===== config.mk =====
export PLATFORM = sky130hd
export DESIGN_NAME = instruction_fetch_unit
export DESIGN_NICKNAME = d
export VERILOG_FILES = /design/src/rtl/instruction_fetch_unit_pkg.sv /design/src/rtl/instruction_fetch_unit_fetch_fifo.sv /design/src/rtl/instruction_fetch_unit.sv
export SDC_FILE = /design/constraint.sdc
export NUM_CORES = 1
export LEC_CHECK = 0
export ABC_AREA = 1
export CORE_MARGIN = 3
export CORE_UTILIZATION = 40
export CTS_BUF_LIST = sky130_fd_sc_hd__clkbuf_8
export DETAILED_ROUTE_END_ITERATION = 6
export SYNTH_ARGS = -nofsm -noshare
export SYNTH_HDL_FRONTEND = slang
export SYNTH_SLANG_ARGS = --single-unit
export TNS_END_PERCENT = 50

===== constraint.sdc =====
create_clock -name clk -period 8.1 [get_ports clk]
set_input_delay 2.025 -clock clk [delete_from_list [all_inputs] [get_ports clk]]
set_output_delay 2.025 -clock clk [all_outputs]
set_load 0.03 [all_outputs]

===== src/rtl/instruction_fetch_unit_pkg.sv =====
// Shared fetch definitions: text-segment bounds, default reset PC and the
// buffer entry layout {fault, pc, inst}.
// Optional feature macro: FETCH_RANGE_CHECK_EN (consumes TEXT_BEGIN/TEXT_END).
`ifndef INSTRUCTION_FETCH_UNIT_DEFINES
`define INSTRUCTION_FETCH_UNIT_DEFINES
`define TEXT_BEGIN 32'h0040_0000
`define TEXT_END   32'h0FFF_FFFF
`endif

package instruction_fetch_unit_pkg;

  localparam int unsigned XLEN             = 32;
  localparam logic [XLEN-1:0] DEFAULT_RESET_PC = 32'h0040_0000;

  // Entry layout: fault at bit 64, pc at [63:32], inst at [31:0]
  localparam int unsigned ENTRY_W          = 65;
  localparam int unsigned ENTRY_INST_LSB   = 0;
  localparam int unsigned ENTRY_PC_LSB     = 32;
  localparam int unsigned ENTRY_FAULT_BIT  = 64;

  typedef struct packed {
    logic            fault;
    logic [XLEN-1:0] pc;
    logic [XLEN-1:0] inst;
  } fetch_entry_t;

endpackage


===== src/rtl/instruction_fetch_unit_fetch_fifo.sv =====
// Small synchronous fetch buffer with flush; push and pop may coincide when full.
module fetch_fifo
  import instruction_fetch_unit_pkg::*;
#(
  parameter int unsigned DEPTH = 2,
  parameter int unsigned WIDTH = ENTRY_W
) (
  input  logic                     clk,
  input  logic                     rst_n,
  input  logic                     flush,
  input  logic                     push,
  input  logic                     pop,
  input  logic [WIDTH-1:0]         push_data,
  output logic [WIDTH-1:0]         head,
  output logic [$clog2(DEPTH):0]   count
);

  localparam int unsigned AW = $clog2(DEPTH);
  localparam int unsigned CW = AW + 1;

  logic [WIDTH-1:0] mem [DEPTH];
  logic [AW-1:0]    wr_ptr;
  logic [AW-1:0]    rd_ptr;

  // Pointers and occupancy; flush wins over any push/pop in the same cycle
  always_ff @(posedge clk or negedge rst_n) begin
    if (!rst_n) begin
      wr_ptr <= '0;
      rd_ptr <= '0;
      count  <= '0;
    end else if (flush) begin
      wr_ptr <= '0;
      rd_ptr <= '0;
      count  <= '0;
    end else begin
      if (push) wr_ptr <= wr_ptr + AW'(1);
      if (pop)  rd_ptr <= rd_ptr + AW'(1);
      count <= count + CW'(push) - CW'(pop);
    end
  end

  // Entry storage; contents are only observed through a non-zero count
  always_ff @(posedge clk) begin
    if (push && !flush) mem[wr_ptr] <= push_data;
  end

  assign head = mem[rd_ptr];

endmodule


===== src/rtl/instruction_fetch_unit.sv =====
// Instruction fetch unit: owns the PC, issues single-word reads to a 1-cycle
// text memory, buffers returned words and hands them to decode.
// Optional feature macro: FETCH_RANGE_CHECK_EN (fault on PC outside text segment).
module instruction_fetch_unit
  import instruction_fetch_unit_pkg::*;
#(
  parameter logic [31:0] RESET_PC   = DEFAULT_RESET_PC,
  parameter int unsigned FIFO_DEPTH = 2
) (
  input  logic        clk,
  input  logic        reset_n,
  output logic        mem_read_en,
  output logic [31:0] mem_address,
  input  logic [31:0] mem_data,
  input  logic        redirect_valid,
  input  logic [31:0] redirect_pc,
  output logic        inst_valid,
  input  logic        inst_ready,
  output logic [31:0] inst_data,
  output logic [31:0] inst_pc,
  output logic        fetch_fault
);

  localparam int unsigned CW = $clog2(FIFO_DEPTH) + 1;
  localparam int unsigned OW = CW + 1;
  localparam logic [OW-1:0] DEPTH_O = OW'(FIFO_DEPTH);

  logic [XLEN-1:0]    pc;
  logic [XLEN-1:0]    req_pc;
  logic               inflight;
  logic               pop;
  logic               push;
  logic               issue;
  logic               fault_push;
  logic [CW-1:0]      count;
  logic [OW-1:0]      occ;
  logic [ENTRY_W-1:0] head;
  fetch_entry_t       push_entry;

  assign pop = inst_valid & inst_ready;
  // Slots already committed: buffered + in flight, less the entry leaving now
  assign occ = OW'(count) + OW'(inflight) - OW'(pop);

`ifdef FETCH_RANGE_CHECK_EN
  localparam logic [CW-1:0] DEPTH_C = CW'(FIFO_DEPTH);
  logic halted;
  logic in_range;

  assign in_range   = (pc >= `TEXT_BEGIN) && (pc <= `TEXT_END);
  assign issue      = reset_n && !redirect_valid && !halted && in_range && (occ < DEPTH_O);
  // Fault entry waits for the in-flight word so the two never push together
  assign fault_push = !redirect_valid && !halted && !in_range && !inflight &&
                      ((count - CW'(pop)) < DEPTH_C);

  // Halt after the single fault entry until the next redirect
  always_ff @(posedge clk or negedge reset_n) begin
    if (!reset_n)            halted <= 1'b0;
    else if (redirect_valid) halted <= 1'b0;
    else if (fault_push)     halted <= 1'b1;
  end
`else
  assign issue      = reset_n && !redirect_valid && (occ < DEPTH_O);
  assign fault_push = 1'b0;
`endif

  assign push = !redirect_valid && (inflight || fault_push);

  // Build the entry pushed this cycle: returned word or a fault marker
  always_comb begin
    push_entry = '0;
    if (fault_push) begin
      push_entry.fault = 1'b1;
      push_entry.pc    = pc;
    end else begin
      push_entry.pc    = req_pc;
      push_entry.inst  = mem_data;
    end
  end

  // PC, request PC and in-flight tracking; redirect drops any pending return
  always_ff @(posedge clk or negedge reset_n) begin
    if (!reset_n) begin
      pc       <= RESET_PC;
      req_pc   <= '0;
      inflight <= 1'b0;
    end else if (redirect_valid) begin
      pc       <= {redirect_pc[XLEN-1:2], 2'b00};
      inflight <= 1'b0;
    end else begin
      inflight <= issue;
      if (issue) begin
        pc     <= pc + XLEN'(4);
        req_pc <= pc;
      end
    end
  end

  fetch_fifo #(
    .DEPTH (FIFO_DEPTH),
    .WIDTH (ENTRY_W)
  ) u_fifo (
    .clk       (clk),
    .rst_n     (reset_n),
    .flush     (redirect_valid),
    .push      (push),
    .pop       (pop),
    .push_data (push_entry),
    .head      (head),
    .count     (count)
  );

  assign mem_read_en = issue;
  assign mem_address = pc;
  assign inst_valid  = (count != '0);
  assign inst_data   = inst_valid ? head[ENTRY_INST_LSB +: XLEN] : '0;
  assign inst_pc     = inst_valid ? head[ENTRY_PC_LSB +: XLEN]   : '0;
  assign fetch_fault = inst_valid & head[ENTRY_FAULT_BIT];

endmodule


==> flow_metrics.py <==
metrics = {
    "outcome": {
        "status": "finished, final reports clean",
    },
    "floorplanning": {
        "num_rows": 52,
        "die_area_mm2": 0.0229,
        "start_util_pct": 41.3,
        "die_h_um": 151,
        "core_mm2": 0.0205,
        "die_w_um": 151,
        "io_pins": 167,
    },
    "yosys": {
        "synthMuxAreaShare_pct": 0,
        "yosysSeqAreaShare_pct": 63.2,
        "syn_area_per_cell_um2": 9.52,
        "synth-compound-area-share_pct": 6.15,
        "synth_warnings": 0,
        "synthesis.instances": 889,
        "synth-seq-cells": 189,
        "yosysUniqueCellTypes": 26,
        "yosys.area_share.simple_pct": 23.0,
        "synth-xor-area-share_pct": 0.103,
        "synth-adder-area-share_pct": 0.828,
        "netlist_area_mm2": 0.00847,
        "synth_top_family_by_area": "simple AND/OR/NAND/NOR gates",
    },
    "critical_path": {
        "crit_fanout": 3,
        "path_class": "in -> out",
        "worstPathRequired_ns": 6.08,
        "arrival_ns": 4.64,
        "crit_path_end": "mem_read_en",
        "r2r_setup_slack_ns": 4.37,
        "endpoint_kind": "output pin",
        "cp-startpoint": "inst_ready",
        "reg2reg_to": "mem_address[20]",
        "critPathLaunchType": "primary input",
        "ff2ff_path_depth": 14,
        "r2r_start": "u_fifo.count[1]",
    },
    "timing": {
        "rsz0062_at_grt": "false",
        "timing.fmax_mhz": 150,
        "finalSetupViolations": 0,
        "fin_crit_ns": 6.67,
        "finalHoldViolCount": 0,
        "final_max_slew_viol_count": 0,
        "max-slew-margin-rel_pct": 42.5,
        "worst_slew_pin_slew_ns": 0.862,
        "fin_tns_setup_ns": 0,
        "fin_skew_ns": 0.0169,
        "period_share_pct": 82.3,
    },
    "cts": {
        "cts_max_level": 4,
        "ctsHoldBuffers": 0,
        "clkSinkCount": 189,
        "cts-resized-gates": 0,
        "ctsLongestPathBuffers": 2,
        "path_clk_slew_ns": 0.09,
        "insertion_delay_ns": 0.46,
        "cts_made_buffers": 17,
        "cts_root_buf": "clkbuf_8",
        "postCtsSetupRepairBufs": 0,
        "cts_tree": "done",
    },
    "finish": {
        "fillers": 1892,
        "final_area_mm2": 0.0106,
        "n_antenna_cell": 0,
        "nets": 1112,
        "layout-drive-gt1-share_pct": 6.75,
        "syn_to_final_growth_pct": 25.5,
    },
    "placed_design": {
        "place_area_mm2": 0.0102,
        "hpwl_mm": 12.7,
        "place_congestion": 0.910,
        "port_buffers": 159,
    },
    "global_route": {
        "grt_max_degree": 75,
        "grt_first_pass_wirelength_mm": 30.7,
        "grt_overflow_total": 0,
        "track_usage_pct": 17.3,
        "antenna_found_initial": 0,
        "grt_pass1_vias": 5819,
    },
    "route": {
        "route.detailed.wl_per_inst_um": 14.7,
        "vias_per_cell": 4.72,
        "remaining_drc_errors": 0,
        "drt_iter0_markers": 354,
        "wl_mm": 19.5,
        "antenna_left": 0,
        "drtPass1Iterations": 5,
        "vias": 6244,
    },
    "power": {
        "power_density_mw_per_mm2": 353,
        "peakVddDrop_mv": 0.219,
        "leakagePower_uw": 0.00424,
    },
    "job": {
        "cap_violations": 0,
    },
    "worst_hold_path": {
        "hold_class": "reg -> reg",
    },
}
[layout by cell type (no fill, tap or decap)]
master,n
buf_4,9
dfrtp_1,63
conb_1,5
nand2_4,1
inv_1,80
buf_2,1
or2_2,1
ha_1,4
nand2_2,1
dfrtp_2,1
clkinvlp_4,4
inv_6,5
inv_8,1
clkdlybuf4s50_1,158
clkinv_2,1
nor2_4,14
o211ai_1,6
o21ai_0,32
dfstp_2,1
edfxtp_1,124
fa_1,1
nor2_1,81
clkinv_4,1
nand2_1,298
nor2_2,7
xnor2_1,1
clkbuf_8,18
nand3_1,65
bufinv_16,1
inv_2,4
a21oi_1,63
[state kept, by name, indices dropped and copies added (netlist names)]
signal and count:
u_fifo.count 2, mem_address 30, u_fifo.wr_ptr 1, inflight 1, u_fifo.rd_ptr 1, u_fifo.mem 124, req_pc 30
[how the worst min path moves through the flow]
| stage | start | end | depth (start not counted) |
|---|---|---|---|
| after global placement | req_pc[7] | u_fifo.mem[0][39] | 0 |
| after global routing | req_pc[30] | u_fifo.mem[0][62] | 0 |
| after detailed placement | req_pc[12] | u_fifo.mem[1][44] | 0 |
| after floorplan | req_pc[2] | u_fifo.mem[0][34] | 0 |
| after CTS | req_pc[12] | u_fifo.mem[0][44] | 0 |
| final | req_pc[26] | u_fifo.mem[1][58] | 0 |
[layer usage]
metal	track usage (%)	wire length [µm]	part of all wire (%)
met1	24.9	9150	47
met2	26.4	8750	45
met3	4.55	1300	6.7
met4	4.18	286	1.5
met5	0	0	0
[report_power, final]
group	leakage [µW]	internal, µW	switching, µW
clock network	0.000186	257	342
logic	0.00214	585	1080
registers	0.00191	1290	188
[metrics by stage]
stage	hold slack (ns)	setup slack [ns]	total power, µW	util, %	instances
after floorplan	0.442	2.47	2540	-	893
after global placement	0.451	1.43	3170	50.0	1290
after detailed placement	0.454	1.42	3190	50.0	1290
after CTS	0.477	1.40	3790	51.9	1322
after global routing	0.499	1.29	4000	51.9	1322
final	0.479	1.43	3750	51.9	1322
[synthesized netlist by cell type]
master	number	area (µm²)
a21oi_1	63	315
buf_12	1	20.0
buf_2	19	95.1
buf_4	6	45.0
buf_6	3	33.8
buf_8	1	15.0
clkbuf_1	11	41.3
conb_1	1	3.75
dfrtp_1	64	1600
dfstp_2	1	26.3
edfxtp_1	124	3720
fa_1	1	20.0
ha_1	4	50.1
inv_1	79	297
inv_2	4	15.0
nand2_1	298	1120
nand2_2	1	6.26
nand2_4	1	11.3
nand3_1	65	325
nor2_1	84	315
nor2_2	7	43.8
nor2_4	11	124
o211ai_1	6	45.0
o21ai_0	32	160
or2_2	1	6.26
xnor2_1	1	8.76
[logic make-up (layout without fill, tap and decap cells)]
kind of cell | count (synthesis) | in the layout
buf+inv | 124 | 283
xor+xnor | 1 | 1
compound gates | 101 | 101
flops | 189 | 189
other cells | 1 | 5
simple gates | 468 | 468
fa+ha+maj | 5 | 5
[critical path, stage by stage]
cell             delay (ns)
clkdlybuf4s50_1        0.45
inv_1                  0.04
nor2_1                 0.20
ha_1                   0.27
inv_1                  0.07
nand2_1                0.07
fa_1                   0.50
nand2_1                0.09
nor2_4                 0.10
nand2_4                0.06
inv_1                  0.08
clkdlybuf4s50_1        0.69
[area by class of cell]
| cell class | instances | area [µm²] | share of cell area [%] |
|---|---|---|---|
| Timing Repair Buffer | 168 | 1650 | 15.6 |
| Tap cell | 270 | 338 | 3.18 |
| Sequential cell | 189 | 5350 | 50.4 |
| Inverter | 83 | 312 | 2.93 |
| Multi-Input combinational cell | 580 | 2590 | 24.4 |
| Clock buffer | 18 | 248 | 2.33 |
| Clock inverter | 14 | 133 | 1.25 |
Note: power is estimated with default switching activity, not from simulation.
